<file path="config.mk">
export PLATFORM = sky130hd
export DESIGN_NAME = instr_fetch_unit
export DESIGN_NICKNAME = d
export VERILOG_FILES = /design/src/rtl/fetch_pkg.sv /design/src/rtl/instr_fetch_unit_pc_reg.sv /design/src/rtl/instr_fetch_unit.sv
export SDC_FILE = /design/constraint.sdc
export NUM_CORES = 1
export LEC_CHECK = 0
export ABC_AREA = 1
export CAP_MARGIN = 20
export CELL_PAD_IN_SITES_DETAIL_PLACEMENT = 0
export CELL_PAD_IN_SITES_GLOBAL_PLACEMENT = 1
export CORE_ASPECT_RATIO = 1.1
export CORE_UTILIZATION = 31
export DETAILED_ROUTE_END_ITERATION = 7
export GPL_TIMING_DRIVEN = 0
export PLACE_DENSITY_LB_ADDON = 0.1
export SYNTH_ARGS = -nofsm -noshare
export SYNTH_HDL_FRONTEND = slang
export SYNTH_SLANG_ARGS = --single-unit
</file>
<file path="constraint.sdc">
create_clock -name clk -period 2.36 [get_ports clk]
set_input_delay 0.472 -clock clk [delete_from_list [all_inputs] [get_ports clk]]
set_output_delay 0.472 -clock clk [all_outputs]
set_load 0.05 [all_outputs]
</file>
<file path="src/rtl/fetch_pkg.sv">
// Shared definitions for the instruction fetch unit: FSM state encoding and
// default widths, reset PC and halt opcode.
package fetch_pkg;

    typedef enum logic [2:0] {
        IDLE  = 3'd0,
        FETCH = 3'd1,
        LOAD  = 3'd2,
        HOLD  = 3'd3,
        HALT  = 3'd4
    } state_t;

    localparam int              DEF_ADDR_W      = 4;
    localparam int              DEF_DATA_W      = 8;
    localparam int              DEF_RESET_PC    = 0;
    localparam logic [7:0]      DEF_HALT_OPCODE = 8'hFF;

endpackage

</file>
<file path="src/rtl/instr_fetch_unit_pc_reg.sv">
// Program counter register: synchronous reset, load (redirect or restart)
// and increment with natural wrap at 2^ADDR_W.
module pc_reg
    import fetch_pkg::*;
#(
    parameter int                ADDR_W   = DEF_ADDR_W,
    parameter logic [ADDR_W-1:0] RESET_PC = ADDR_W'(DEF_RESET_PC)
) (
    input  logic              clk,
    input  logic              rst,
    input  logic              load,
    input  logic [ADDR_W-1:0] load_val,
    input  logic              inc,
    output logic [ADDR_W-1:0] pc
);

    logic [ADDR_W-1:0] pc_reg_q;

    // Reset beats load, load beats increment; increment wraps 2^ADDR_W-1 to 0.
    always_ff @(posedge clk) begin
        if (rst) begin
            pc_reg_q <= RESET_PC;
        end else if (load) begin
            pc_reg_q <= load_val;
        end else if (inc) begin
            pc_reg_q <= pc_reg_q + 1'b1;
        end
    end

    assign pc = pc_reg_q;

endmodule

</file>
<file path="src/rtl/instr_fetch_unit.sv">
// Instruction fetch unit: owns the PC, captures memory bytes into the IR and
// hands them to decode over valid/ready. Branch redirect flushes the IR; a
// consumed HALT_OPCODE stops fetching until start.
// Optional macro FETCH_PERF_CNT_EN adds stall_cnt / fetch_cnt counters.
module instr_fetch_unit
    import fetch_pkg::*;
#(
    parameter int                ADDR_W      = DEF_ADDR_W,
    parameter int                DATA_W      = DEF_DATA_W,
    parameter logic [ADDR_W-1:0] RESET_PC    = ADDR_W'(DEF_RESET_PC),
    parameter logic [DATA_W-1:0] HALT_OPCODE = DATA_W'(DEF_HALT_OPCODE)
) (
    input  logic              clk,
    input  logic              rst,
    input  logic              start,
    output logic [ADDR_W-1:0] pc,
    input  logic [DATA_W-1:0] ins_data,
    input  logic              redirect_valid,
    input  logic [ADDR_W-1:0] redirect_pc,
    output logic [DATA_W-1:0] ir,
    output logic [ADDR_W-1:0] ir_pc,
    output logic              ir_valid,
    input  logic              ir_ready,
    output logic              busy,
    output logic              halted
`ifdef FETCH_PERF_CNT_EN
    ,
    output logic [15:0]       stall_cnt,
    output logic [15:0]       fetch_cnt
`endif
);

    state_t            state_reg, state_next;
    logic [DATA_W-1:0] ir_reg;
    logic [ADDR_W-1:0] ir_pc_reg;
    logic              ir_valid_reg;

    logic              pc_load;
    logic [ADDR_W-1:0] pc_load_val;
    logic              pc_inc;
    logic              capture;
    logic              accept;
    logic              restart;

    pc_reg #(
        .ADDR_W   (ADDR_W),
        .RESET_PC (RESET_PC)
    ) u_pc_reg (
        .clk      (clk),
        .rst      (rst),
        .load     (pc_load),
        .load_val (pc_load_val),
        .inc      (pc_inc),
        .pc       (pc)
    );

    // State register.
    always_ff @(posedge clk) begin
        if (rst) begin
            state_reg <= IDLE;
        end else begin
            state_reg <= state_next;
        end
    end

    // Next state and PC/IR control; redirect outranks capture, handshake and halt.
    always_comb begin
        state_next  = state_reg;
        pc_load     = 1'b0;
        pc_load_val = redirect_pc;
        pc_inc      = 1'b0;
        capture     = 1'b0;
        accept      = 1'b0;
        restart     = 1'b0;
        unique case (state_reg)
            IDLE: begin
                if (start) begin
                    state_next = FETCH;
                end
            end
            FETCH: begin
                if (redirect_valid) begin
                    pc_load = 1'b1;
                end else begin
                    state_next = LOAD;
                end
            end
            LOAD: begin
                if (redirect_valid) begin
                    pc_load    = 1'b1;
                    state_next = FETCH;
                end else begin
                    capture    = 1'b1;
                    pc_inc     = 1'b1;
                    state_next = HOLD;
                end
            end
            HOLD: begin
                if (redirect_valid) begin
                    pc_load    = 1'b1;
                    state_next = FETCH;
                end else if (ir_ready) begin
                    accept     = 1'b1;
                    state_next = (ir_reg == HALT_OPCODE) ? HALT : FETCH;
                end
            end
            HALT: begin
                if (start) begin
                    restart     = 1'b1;
                    pc_load     = 1'b1;
                    pc_load_val = RESET_PC;
                    state_next  = FETCH;
                end
            end
            default: begin
                state_next = IDLE;
            end
        endcase
    end

    // Instruction register: capture the returned byte and the address it came from.
    always_ff @(posedge clk) begin
        if (rst) begin
            ir_reg    <= '0;
            ir_pc_reg <= '0;
        end else if (capture) begin
            ir_reg    <= ins_data;
            ir_pc_reg <= pc;
        end
    end

    // IR valid is high exactly while the FSM sits in HOLD.
    always_ff @(posedge clk) begin
        if (rst) begin
            ir_valid_reg <= 1'b0;
        end else begin
            ir_valid_reg <= (state_next == HOLD);
        end
    end

    assign ir       = ir_reg;
    assign ir_pc    = ir_pc_reg;
    assign ir_valid = ir_valid_reg;
    assign busy     = (state_reg == FETCH) || (state_reg == LOAD) || (state_reg == HOLD);
    assign halted   = (state_reg == HALT);

`ifdef FETCH_PERF_CNT_EN
    logic [15:0] stall_cnt_reg;
    logic [15:0] fetch_cnt_reg;

    // Stall counter: HOLD cycles without ir_ready, saturating.
    always_ff @(posedge clk) begin
        if (rst || restart) begin
            stall_cnt_reg <= '0;
        end else if ((state_reg == HOLD) && !ir_ready && (stall_cnt_reg != 16'hFFFF)) begin
            stall_cnt_reg <= stall_cnt_reg + 16'd1;
        end
    end

    // Fetch counter: a capture counts once decode takes it unflushed, wrapping.
    always_ff @(posedge clk) begin
        if (rst || restart) begin
            fetch_cnt_reg <= '0;
        end else if (accept) begin
            fetch_cnt_reg <= fetch_cnt_reg + 16'd1;
        end
    end

    assign stall_cnt = stall_cnt_reg;
    assign fetch_cnt = fetch_cnt_reg;
`endif

endmodule

</file>
==> results.md, run 1 <==
* Cts bufs inserted at 3
* Cell Rows at 20
* Worst rel slew slack at 0.650
* Peak Freq at 443 MHz
* Status: complete, no violations
* CTS Buffer Depth at 2
* Final ANT Viol Nets at 0
* Die H at 60.1 um
* Slew @ Worst Pin at 0.523 ns
* Internal at 0.524 mW
* Vias in the first global route at 877
* Switching Fraction at 0.315
* RSZ-0062 raised after global routing: no
* H-tree depth at 1
* Post-CTS Setup Bufs at 0
* Routed wire per std cell at 11.7 um
* Post-synth EDFFs at 0
* DP Worst Slack at 0.404 ns
* Top FF cell, synth: dfxtp_1
* Fraction of registers with async set or reset after synthesis at 0
* Clock transition at path regs at 0.12 ns
* CTS tree: built
* Cell Count, Final, Fillers Out at 208
* Placed Instances at 204
* Width of the chip at 54.8 um
* Max Slew Vio Count at 0
* Hold Fails Final Rpt at 0
* Max_cap viols at 0
* Setup TNS at 0 ns
* Synth Register Bits at 20
* ANT cells at 0
* Critical Path End Type: output port
* Drt initial violations at 23
* Final net count at 194
* DRC violations left at 0
* DP Area at 1340 um2
* PwrDens at 554 nW/um2
* Yosys warning count at 0
* Worst-path fanout max at 4
* Logic pwr share at 0.254
* Die footprint at 3290 um2
* Post-route clock skew at 0.00360 ns
* Total gr overflow at 0
* Clk pwr share at 0.264
* Crit path launch type: flop
* Sequential area share after synthesis at 0.421
* Yosys cell types at 21
* Pleak at 0.580 nW
* Sequential share of power at 0.483
* Sequential cell area at 400 um2
* Starting Density at 0.336
* Mean area per synthesized cell at 6.99 um2
* First-pass GRT wire length at 3.88 mm
* Area of the multi-input gates at 478 um2
* Reg2Reg Setup Slack at 1.04 ns
* Gate Count Post-Synth at 136
* Crit share post-route at 0.957
* Share of cells above drive strength 1 at 0.0857
* Max reg flops at 8
* Minimum clock period at 2.26 ns
* Power Total at 0.765 mW
* CP arrival at 1.79 ns
* Syn_nets at 154
* Antenna violations before repair at 0
* Clk sinks at 20
* Final setup vio count at 0
* DR vias at 1009
* Switching power at 0.241 mW
* Clock Latency Late Sink at 0.30 ns
* Core Box Area at 2830 um2
* Final WS setup at 0.101 ns
* RD Place Congestion at 0.815
* CP Class: reg2out
* Worst vdd ir at 0.268 mV
* Root Buffer: clkbuf_4
* Hpwl dp at 1.80 mm
* Filler cells at 327
* Vias per cell at 4.85
* Synthesized cell area at 951 um2
* Final Util at 0.488
* Hold crit path type: reg2reg
* Ports at 36
* Drt pass-1 iters at 4
* GRT Util Overall at 0.165
* Port Buf Inserts at 35
* Post-route cell area at 1380 um2
* Final worst hold slack at 0.491 ns
* CP required at 1.89 ns
* Layout area overhead at 45.3%
* Largest net degree at the start of global routing at 12
* Final wirelength at 2.44 mm
[cell usage in the layout, fill, tap and decap left out, drive strengths merged, types with 3 or more instances in the layout]
| cell type | netlist | layout |
|---|---|---|
| buf | 3 | 3 |
| nand3 | 7 | 7 |
| dfxtp | 20 | 20 |
| nor2 | 37 | 37 |
| inv | 13 | 13 |
| nand4 | 6 | 6 |
| clkbuf | 0 | 4 |
| clkdlybuf4s50 | 0 | 34 |
| o21ai | 13 | 13 |
| nand2 | 22 | 22 |
| a21oi | 9 | 9 |
[kinds of logic after synthesis]
group / synth area share
DFF: 0.421
xor gates and xnor gates: 0.00921
and+or+nand+nor: 0.349
adders and majority gates: 0.0132
buffers and inverters: 0.0763
AOI/OAI and AO/OA: 0.132
[layout make-up]
cell class              count  area share
plain buffers               3      0.0172
inverters                  13      0.0353
clock buffers               4      0.0263
multi-input cells         100       0.346
flip-flops and latches     20       0.290
repair buffers             35       0.255
well taps                  33      0.0299
[what timing repair did]
| item | CTS | global route |
|---|---|---|
| endpoints found under the hold margin | 0 | 0 |
| setup endpoints to repair | 0 | 1 |
| gates resized for setup | 0 | 1 |
| hold buffers | 0 | 0 |
[layer usage]
| layer | global-route usage | vias to the layer above | share of wire | wire (um) |
|---|---|---|---|---|
| met1 | 0.217 | 462 | 0.50 | 1210 |
| met3 | 0.0382 | 4 | 0.052 | 128 |
| li1 | - | 521 | - | - |
| met2 | 0.260 | 22 | 0.44 | 1070 |
| met4 | 0.0549 | 0 | 0.011 | 27 |
| met5 | 0 | - | 0 | 0 |
[synthesized netlist by cell type, types with 2 or more instances]
library cell  number  area share
nor3_1             2       0.011
a21oi_1            9       0.047
inv_2              2      0.0079
nand4_1            6       0.039
inv_1             11       0.043
o21ai_0           13       0.068
dfxtp_1           20        0.42
nand3_2            3       0.032
nand2_1           21       0.083
nand3_1            4       0.021
nor2_1            35        0.14
[path summary, 6_finish.rpt]
path,cells after the start,end,from
setup / recovery,3,busy,state_reg[1]
hold / removal,2,ir_pc[0],ir_pc[0]
setup reg to reg,6,ir[4],state_reg[1]
hold reg to reg,2,ir_pc[0],ir_pc[0]
[power groups by stage]
stage               Sequential, mW  Combinational, mW  Clock [mW]
floorplan                    0.419             0.0756           0
global placement             0.377              0.193           0
detailed placement           0.377              0.194           0
CTS                          0.369              0.195       0.209
global route                 0.372              0.210       0.220
finish                       0.369              0.194       0.202
[worst max-delay path, cell delays in order (launching register included)]
cell             delay (ns)
dfxtp_1                0.42
nor2_1                 0.10
nor2_1                 0.14
clkdlybuf4s50_1        0.82
Power figures use the tool's default switching activity.
==> run 2: changes to the inputs <==
--- a/config.mk
+++ b/config.mk
@@ -10,7 +10,7 @@
 export CELL_PAD_IN_SITES_DETAIL_PLACEMENT = 0
 export CELL_PAD_IN_SITES_GLOBAL_PLACEMENT = 1
 export CORE_ASPECT_RATIO = 1.1
-export CORE_UTILIZATION = 31
+export CORE_UTILIZATION = 26
 export DETAILED_ROUTE_END_ITERATION = 7
 export GPL_TIMING_DRIVEN = 0
 export PLACE_DENSITY_LB_ADDON = 0.1
==> constraint.sdc (replaced) <==
create_clock -name clk -period 2 [get_ports clk]
set_input_delay 0.4 -clock clk [delete_from_list [all_inputs] [get_ports clk]]
set_output_delay 0.4 -clock clk [all_outputs]
set_load 0.05 [all_outputs]
==> run 2 against run 1 <==
Flip-flop and latch count did not move. Sequential power rose by 18%. Clock-buffer cell count fell by 1. First-iteration DRC count rose by 74%. Critical endpoint is now ir[6]. Largest cell class unchanged.
==> results.md, run 2 (synthesis results as in run 1) <==
* Final net count at 194 (unchanged)
* GRT Util Overall at 0.142 (-0.0234)
* H-tree depth at 1 (unchanged)
* Cts bufs inserted at 3 (unchanged)
* Width of the chip at 59.7 um (+8.9%)
* Pleak at 0.582 nW (+0.49%)
* Root Buffer: clkbuf_4
* Slew @ Worst Pin at 0.508 ns (-0.0152 ns)
* Hold crit path type: reg2reg
* Worst-path fanout max at 3 (-1)
* Clk sinks at 20 (unchanged)
* Post-route cell area at 1380 um2 (-0.27%)
* RSZ-0062 raised after global routing: no
* Hold Fails Final Rpt at 0 (unchanged)
* Power Total at 0.846 mW (+11%)
* Slowest stage delay, CP at 0.81 ns (about the same)
* Ports at 36 (unchanged)
* DP Area at 1360 um2 (+1.4%)
* Slowest-stage cell, CP: clkdlybuf4s50_1
* Port Buf Inserts at 35 (unchanged)
* Clock transition at path regs at 0.11 ns (about the same)
* Starting Density at 0.279 (-0.0577)
* Max Slew Vio Count at 0 (unchanged)
* Cell Rows at 22 (+10%)
* CTS tree: built
* Max reg flops at 8 (unchanged)
* Placed Instances at 219 (+7.4%)
* DR vias at 998 (-1.1%)
* Final ANT Viol Nets at 0 (unchanged)
* Drt pass-1 iters at 4 (unchanged)
* Vias in the first global route at 898 (+2.4%)
* Post-route clock skew at 0.00923 ns (+0.00563 ns)
* Clock Latency Late Sink at 0.29 ns (about the same)
* Most frequent cells in the layout: nor2_1, clkdlybuf4s50_1, nand2_1
* ANT cells at 0 (unchanged)
* Max_cap viols at 0 (unchanged)
* First-pass GRT wire length at 4.17 mm (+7.5%)
* Hpwl dp at 1.84 mm (+2.6%)
* Peak Freq at 529 MHz
* Share of cells above drive strength 1 at 0.0862 (+0.000493)
* Routed wire per std cell at 11.2 um (-4.8%)
* Status: complete, no violations
* Final Util at 0.404 (-0.0849)
* CP cell instances: clkdlybuf4s50_1
* RD Place Congestion at 0.776 (-4.7%)
* Post-CTS Setup Bufs at 0 (unchanged)
* Core Box Area at 3410 um2 (+21%)
* Cell Count, Final, Fillers Out at 222 (+6.7%)
* Largest delay share family, worst path: buffers and inverters
* Crit path launch type: flop
* Minimum clock period at 1.89 ns
* Critical Path End Type: output port
* Total gr overflow at 0 (unchanged)
* CTS Buffer Depth at 2 (unchanged)
* PwrDens at 614 nW/um2 (+11%)
* CP required at 1.60 ns (-0.29 ns)
* DRC violations left at 0 (unchanged)
* CTS hold repair buffers at 0 (unchanged)
* Final setup vio count at 0 (unchanged)
* Vias per cell at 4.50 (-7.3%)
* Die footprint at 3900 um2 (+19%)
* Drt initial violations at 40 (+74%)
* Worst rel slew slack at 0.661 (+0.0102)
* Final wirelength at 2.48 mm (+1.6%)
* CP arrival at 1.49 ns (-0.30 ns)
* Most common cell after layout, fill and taps aside: nor2_1
* Crit share post-route at 0.945
* Die H at 65.4 um (+8.9%)
* Layout area overhead at 44.9%
* Largest net degree at the start of global routing at 11 (-1)
* Setup TNS at 0 ns (unchanged)
* Worst vdd ir at 0.327 mV (+22%)
* Antenna violations before repair at 0 (unchanged)
* CP Class: reg2out
* Buf/Inv on CP at 1 (unchanged)
[run 2: path summary, 6_finish.rpt]
check	startpoint	to	slack [ns]	depth (start not counted)
max	ir[6]	ir[6]	0.11	1
min	ir_pc[0]	ir_pc[0]	0.47	2
max reg2reg	state_reg[0]	u_pc_reg.pc[2]	0.70	6
min reg2reg	ir_pc[0]	ir_pc[0]	0.47	2
[run 2: final cells by class]
type	instances	area [um2]
well taps	48	60.1
inverters	13	48.8
multi-input cells	100	478
plain buffers	3	23.8
clock buffers	3	22.5
repair buffers	35	344
fillers	398	2040
flip-flops and latches	20	400
[run 2: power by group]
| part | switching (mW) | internal, mW |
|---|---|---|
| Sequential | 0.0194 | 0.417 |
| Clock | 0.116 | 0.0700 |
| Combinational | 0.138 | 0.0861 |
[run 2: layer usage]
metal / wire length (um) / global-route usage / vias to the layer above
met2: 1080 / 0.210 / 21
li1: - / - / 521
met4: 23 / 0.0262 / 0
met5: 0 / 0 / -
met3: 111 / 0.0433 / 2
met1: 1260 / 0.202 / 454
[run 2: metrics by stage]
| stage | setup slack [ns] | hold slack (ns) |
|---|---|---|
| after floorplan | 0.424 | 0.469 |
| after global placement | 0.135 | 0.455 |
| after detailed placement | 0.125 | 0.457 |
| after CTS | 0.0431 | 0.473 |
| after global routing | 0.0252 | 0.489 |
| final | 0.110 | 0.472 |
[run 2: worst min-delay path: cells and delay by family, from the launching register on]
| kind | cells | cell delay (ns) |
|---|---|---|
| DFF | 1 | 0.32 |
| AOI/OAI and AO/OA | 1 | 0.05 |
| and+or+nand+nor | 1 | 0.06 |
[run 2: timing repair]
item                                    4_1_cts  5_1_grt
pin swaps                                     0        0
resized for setup                             4        3
hold endpoints to repair                      0        0
cloned                                        0        0
endpoints found under the setup margin        4        2
